$ cat src/rtl/rapcla_pkg.sv
// rtl/rapcla_pkg.sv - shared types, mode encodings and approximate-carry helper
package rapcla_pkg;

  typedef enum logic {
    IDLE    = 1'b0,
    CORRECT = 1'b1
  } state_t;

  localparam logic MODE_APPROX = 1'b0;
  localparam logic MODE_EXACT  = 1'b1;

  localparam int MAX_W = 64;

  // Carry i is the carry-out of bits max(0,i-window)..i with carry-in 0.
  function automatic logic [MAX_W-1:0] appc_vec(
    input logic [MAX_W-1:0] a,
    input logic [MAX_W-1:0] b,
    input int               width,
    input int               window
  );
    logic [MAX_W-1:0] res;
    logic             c;
    res = '0;
    for (int i = 0; i < MAX_W; i++) begin
      c = 1'b0;
      for (int j = 0; j <= i; j++) begin
        if (i < width && j >= i - window) begin
          c = (a[j] & b[j]) | ((a[j] ^ b[j]) & c);
        end
      end
      res[i] = c;
    end
    return res;
  endfunction

endpackage

$ cat src/rtl/rapcla_spec.sv
// rtl/rapcla_spec.sv - combinational windowed-carry sum and exact error detect
module rapcla_spec
  import rapcla_pkg::*;
#(
  parameter int WIDTH  = 8,
  parameter int WINDOW = 4
) (
  input  logic [WIDTH-1:0] i_a,
  input  logic [WIDTH-1:0] i_b,
  output logic [WIDTH:0]   o_sum,
  output logic             o_err
);

  logic [WIDTH-1:0] w_p;
  logic [WIDTH-1:0] w_appc;
  logic [WIDTH:0]   w_sum;
  logic             w_err;

  assign w_p    = i_a ^ i_b;
  assign w_appc = WIDTH'(appc_vec(MAX_W'(i_a), MAX_W'(i_b), WIDTH, WINDOW));

  always_comb begin
    w_sum        = '0;
    w_sum[0]     = w_p[0];
    for (int i = 1; i < WIDTH; i++) begin
      w_sum[i] = w_p[i] ^ w_appc[i-1];
    end
    w_sum[WIDTH] = w_appc[WIDTH-1];
  end

  // A full-window propagate run fed by a carry the window cannot see; i==WINDOW has no such carry.
  always_comb begin
    w_err = 1'b0;
    for (int i = WINDOW + 1; i < WIDTH; i++) begin
      w_err = w_err | ((&w_p[i-WINDOW +: WINDOW+1]) & w_appc[i-WINDOW-1]);
    end
  end

  assign o_sum = w_sum;
  assign o_err = w_err;

endmodule

$ cat src/rtl/rapcla_vl.sv
// rtl/rapcla_vl.sv - variable-latency speculative adder with one-cycle correction
module rapcla_vl
  import rapcla_pkg::*;
#(
  parameter int WIDTH  = 8,
  parameter int WINDOW = 4,
  parameter int CNT_W  = 16
) (
  input  logic             clk,
  input  logic             rst_n,
  input  logic             in_valid,
  output logic             in_ready,
  input  logic [WIDTH-1:0] a,
  input  logic [WIDTH-1:0] b,
  input  logic             mode,
  output logic             out_valid,
  input  logic             out_ready,
  output logic [WIDTH:0]   sum,
  output logic             err,
  output logic [CNT_W-1:0] err_cnt
);

  state_t           r_state;
  state_t           w_next_state;
  logic             w_ready;
  logic             w_accept;
  logic             w_to_correct;
  logic             w_load_app;
  logic             w_load_exact;
  logic [WIDTH:0]   w_app_sum;
  logic             w_app_err;
  logic [WIDTH:0]   w_exact_sum;
  logic [WIDTH-1:0] r_cap_a;
  logic [WIDTH-1:0] r_cap_b;
  logic             r_out_valid;
  logic [WIDTH:0]   r_sum;
  logic             r_err;
  logic [CNT_W-1:0] r_err_cnt;

  rapcla_spec #(
    .WIDTH (WIDTH),
    .WINDOW(WINDOW)
  ) u_spec (
    .i_a  (a),
    .i_b  (b),
    .o_sum(w_app_sum),
    .o_err(w_app_err)
  );

  always_ff @(posedge clk or negedge rst_n) begin
    if (!rst_n) begin
      r_state <= IDLE;
    end else begin
      r_state <= w_next_state;
    end
  end

  always_comb begin
    w_next_state = r_state;
    case (r_state)
      IDLE:    if (w_to_correct) w_next_state = CORRECT;
      CORRECT: w_next_state = IDLE;
      default: w_next_state = IDLE;
    endcase
  end

  always_comb begin
    w_ready      = (r_state == IDLE) & (~r_out_valid | out_ready);
    w_accept     = in_valid & w_ready;
    w_to_correct = w_accept & (mode == MODE_EXACT) & w_app_err;
    w_load_app   = w_accept & ~w_to_correct;
    w_load_exact = (r_state == CORRECT);
  end

  // The only full adder; it sees captured operands, never the live inputs.
  assign w_exact_sum = {1'b0, r_cap_a} + {1'b0, r_cap_b};

  always_ff @(posedge clk or negedge rst_n) begin
    if (!rst_n) begin
      r_cap_a <= '0;
      r_cap_b <= '0;
    end else if (w_to_correct) begin
      r_cap_a <= a;
      r_cap_b <= b;
    end
  end

  always_ff @(posedge clk or negedge rst_n) begin
    if (!rst_n) begin
      r_out_valid <= 1'b0;
      r_sum       <= '0;
      r_err       <= 1'b0;
    end else if (w_load_exact) begin
      r_out_valid <= 1'b1;
      r_sum       <= w_exact_sum;
      r_err       <= 1'b1;
    end else if (w_load_app) begin
      r_out_valid <= 1'b1;
      r_sum       <= w_app_sum;
      r_err       <= w_app_err;
    end else if (r_out_valid && out_ready) begin
      r_out_valid <= 1'b0;
    end
  end

  always_ff @(posedge clk or negedge rst_n) begin
    if (!rst_n) begin
      r_err_cnt <= '0;
    end else if (w_accept && w_app_err && (r_err_cnt != {CNT_W{1'b1}})) begin
      r_err_cnt <= r_err_cnt + CNT_W'(1);
    end
  end

  assign in_ready  = w_ready;
  assign out_valid = r_out_valid;
  assign sum       = r_sum;
  assign err       = r_err;
  assign err_cnt   = r_err_cnt;

endmodule

$ cat config.mk
export PLATFORM = sky130hd
export DESIGN_NAME = rapcla_vl
export DESIGN_NICKNAME = d
export VERILOG_FILES = /design/src/rtl/rapcla_pkg.sv /design/src/rtl/rapcla_spec.sv /design/src/rtl/rapcla_vl.sv
export SDC_FILE = /design/constraint.sdc
export NUM_CORES = 1
export LEC_CHECK = 0
export ABC_AREA = 1
export CORE_AREA = 8 8 90 92
export CTS_BUF_LIST = sky130_fd_sc_hd__clkbuf_4
export DETAILED_ROUTE_END_ITERATION = 16
export DIE_AREA = 0 0 98 100
export GPL_ROUTABILITY_DRIVEN = 0
export PLACE_DENSITY_LB_ADDON = 0.3
export SLEW_MARGIN = 25
export SYNTH_ARGS = -nofsm -noshare
export SYNTH_HDL_FRONTEND = slang
export SYNTH_HIERARCHICAL = 1
export SYNTH_SLANG_ARGS = --single-unit
$ cat constraint.sdc
create_clock -name clk -period 2.65 [get_ports clk]
set_clock_uncertainty 0.15 [all_clocks]
set_input_delay 0.3975 -clock clk [delete_from_list [all_inputs] [get_ports clk]]
set_output_delay 0.3975 -clock clk [all_outputs]
set_load 0.03 [all_outputs]
==> impl_metrics.py <==
metrics = {
    "setup_path": {
        "critical_path_required_ps": 2770,
        "slowest_stage": "fa_2",
        "critPathLaunchType": "input pin",
        "rrSetupSlack_ps": 770,
        "crit_top_cell": "fa_2",
        "crit_path_max_incr_delay_ps": 370,
        "end_kind": "flip-flop",
        "r2r_start": "r_cap_b[0]",
        "r2r_end": "sum[6]",
        "path_cells": "clkdlybuf4s15_1 -> ha_2 -> fa_2 -> fa_2 -> fa_2 -> fa_2 -> xor2_1 -> nor2_1 -> nor2_1 -> nand2_1 -> nand2_1",
        "critical_path_class": "in2reg",
        "crit_fanout": 2,
        "arrival_ps": 2690,
        "r2r_cells": 11,
    },
    "yosys": {
        "avgSynthCellArea_um2": 7.401,
        "synth_edf_count": 0,
        "yosys.cell_types.count": 32,
        "synth_cells": 390,
        "yosysMostFrequentCell": "nand2_1",
        "yosysWarnings": 6,
        "synth_seq_cells": 44,
        "syn_area_um2": 2887,
        "synth_nets": 433,
        "synth_top_cell_by_area": "dfrtp_1",
        "synth_top_area_share_pct": 38.14,
        "ys_top_cells_by_count": "nand2_1, dfrtp_1, inv_1",
        "ys_seq_area_share_pct": 38.14,
        "synthTopCellsByArea": "dfrtp_1, nand2_1, ha_1, nand3_1, inv_1",
        "async_flop_share_pct": 100.0,
        "synth_flop_cell": "dfrtp_1",
    },
    "cells_and_area": {
        "fin_cells": 541,
        "final_nets": 503,
        "drive_above_1_share_pct": 11.93,
        "final_util_pct": 55.10,
        "area_growth_pct": 26.83,
        "final_area_um2": 3661,
        "n_antenna_cell": 0,
    },
    "timing": {
        "maxSlewHeadroom_pct": 67.81,
        "layout_min_cycle_time_ps": 2576,
        "setup_viol": 0,
        "rsz0062_at_grt": "yes",
        "final_hold_viol_count": 0,
        "maxSlewViolCount": 0,
        "post-route-period-util_pct": 97.22,
        "timing.fmax_ghz": 0.3881,
        "max_slew.worst_pin.slew_ps": 482.4,
        "fin_hold_ws_ps": 240.6,
    },
    "worst_hold_path": {
        "holdCritPathClass": "in2reg",
        "hold_end": "r_cap_b[0]",
        "holdPathStages": 3,
        "min_from": "b[0]",
    },
    "route": {
        "ant_nets": 0,
        "viasPerCell": 4.945,
        "totalWireLength_um": 6965,
        "drt_iter0_markers": 116,
        "first_pass_iters": 4,
        "via_count": 2675,
        "drc": 0,
        "wl_per_cell_um": 12.87,
    },
    "placement": {
        "placedInstanceArea_um2": 3592,
        "place.detailed.hpwl_um": 5670,
        "portBuffers": 48,
        "dp.cells": 532,
    },
    "run": {
        "maxCapViolations": 0,
    },
    "pwr": {
        "leakagePower_nw": 1.867,
        "power_mw": 2.320,
        "ir_worst_vdd_v": 0.0002285,
        "p_per_area_nw_per_um2": 633.8,
    },
    "cts": {
        "cts_buffers": 5,
        "clock_latency_ps": 360,
        "tritoncts": "yes",
        "cts.clk_slew.worst_paths_ps": 130,
        "ctsLongestPathBuffers": 2,
        "htree_levels": 2,
        "root_buffer": "clkbuf_4",
        "cts_setup_buffers": 0,
        "cts.sinks": 44,
    },
    "global_route": {
        "gr-total-overflow": 0,
        "antenna_found_initial": 0,
        "grt_max_degree": 20,
        "grt_pass1_wl_um": 11740,
        "track_usage_pct": 14.44,
        "grt_pass1_vias": 2684,
    },
    "floorplan": {
        "placementRows": 30,
        "die_area_um2": 9800,
        "fp.dieW_um": 98,
        "start_util_pct": 43.45,
        "die_h_um": 100,
        "io_pins": 49,
        "core_area_um2": 6644,
    },
    "run_status": {
        "status": "finished, final reports clean",
    },
}
[timing repair]
item                       CTS  global route
setup endpoints to repair    2             4
resized for setup            7             1
pin swaps                    9             4
hold buffers                 1             0
hold endpoints to repair    11             0
[worst max path at each step]
stage	end	startpoint	slack, ps
finish	sum[5]	a[0]	70
global route	sum[5]	a[0]	-9
CTS	sum[5]	b[0]	20
detailed placement	sum[5]	a[0]	-560
global placement	sum[5]	a[0]	-540
floorplan	sum[5]	a[0]	30
[state kept, by name, summed over array words and instances (netlist names)]
signal,cells
err,1
r_state,1
out_valid,1
sum,9
err_cnt,16
r_cap_b,8
r_cap_a,8
[area by class of cell]
cell class                      instances  area (µm²)
Timing Repair Buffer                   70       653.1
Sequential cell                        44        1101
Clock buffer                            6       45.04
Clock inverter                          2       11.26
Fill cell                             646        2983
Multi-Input combinational cell        297        1589
Tap cell                               80       100.1
Inverter                               42       161.4
[kinds of logic (layout without fill, tap and decap cells)]
family	count (synthesis)	after routing	synth area share (%)
DFF	44	44	38.14
xor gates and xnor gates	12	12	3.641
AOI/OAI and AO/OA	22	22	4.551
adders and majority gates	22	22	10.84
buffers and inverters	49	120	7.325
and+or+nand+nor	241	241	35.50
[where the power goes]
part           internal, mW  switching [mW]  total (mW)
clock network         0.112           0.216       0.328
registers             0.818           0.140       0.958
logic                 0.433           0.602        1.03
[layer usage]
| layer | GRT usage [%] | part of all wire, % |
|---|---|---|
| met1 | 16.71 | 43 |
| met2 | 26.03 | 51 |
| met3 | 3.045 | 4.7 |
| met4 | 4.436 | 1.2 |
| met5 | 0 | 0 |
[through the flow]
step	setup WS, ps	TNS, ps
3_3_place_gp	-535.4	-8043
4_1_cts	19.50	0
5_1_grt	-8.952	-8.952
3_5_place_dp	-557.4	-9727
2_1_floorplan	28.75	0
6_report	73.64	0
[critical path: cells and delay by family]
kind / cells / cell delay, ps
buf+inv: 1 / 200
fa+ha+maj: 5 / 1670
xor+xnor: 1 / 160
simple gates: 4 / 280
[placed cells by master, fill, tap and decap left out, types with 2 or more instances in the layout]
master	Yosys	routed
nor2_4	2	2
clkdlybuf4s15_1	0	2
dlygate4sd2_1	0	2
a21oi_1	7	7
buf_4	0	20
o21ai_0	8	8
o21ai_2	4	4
nand3_1	29	29
dfrtp_1	44	44
nand3_2	2	2
nor2_1	20	19
fa_2	0	4
or2_2	2	2
inv_1	37	37
nand4_1	5	5
nor3_1	2	2
inv_2	3	3
clkdlybuf4s50_1	0	43
clkbuf_4	0	6
xor2_1	6	6
nand2_1	173	173
xnor2_1	6	6
ha_1	17	16
(Power assumes the default switching activity.)
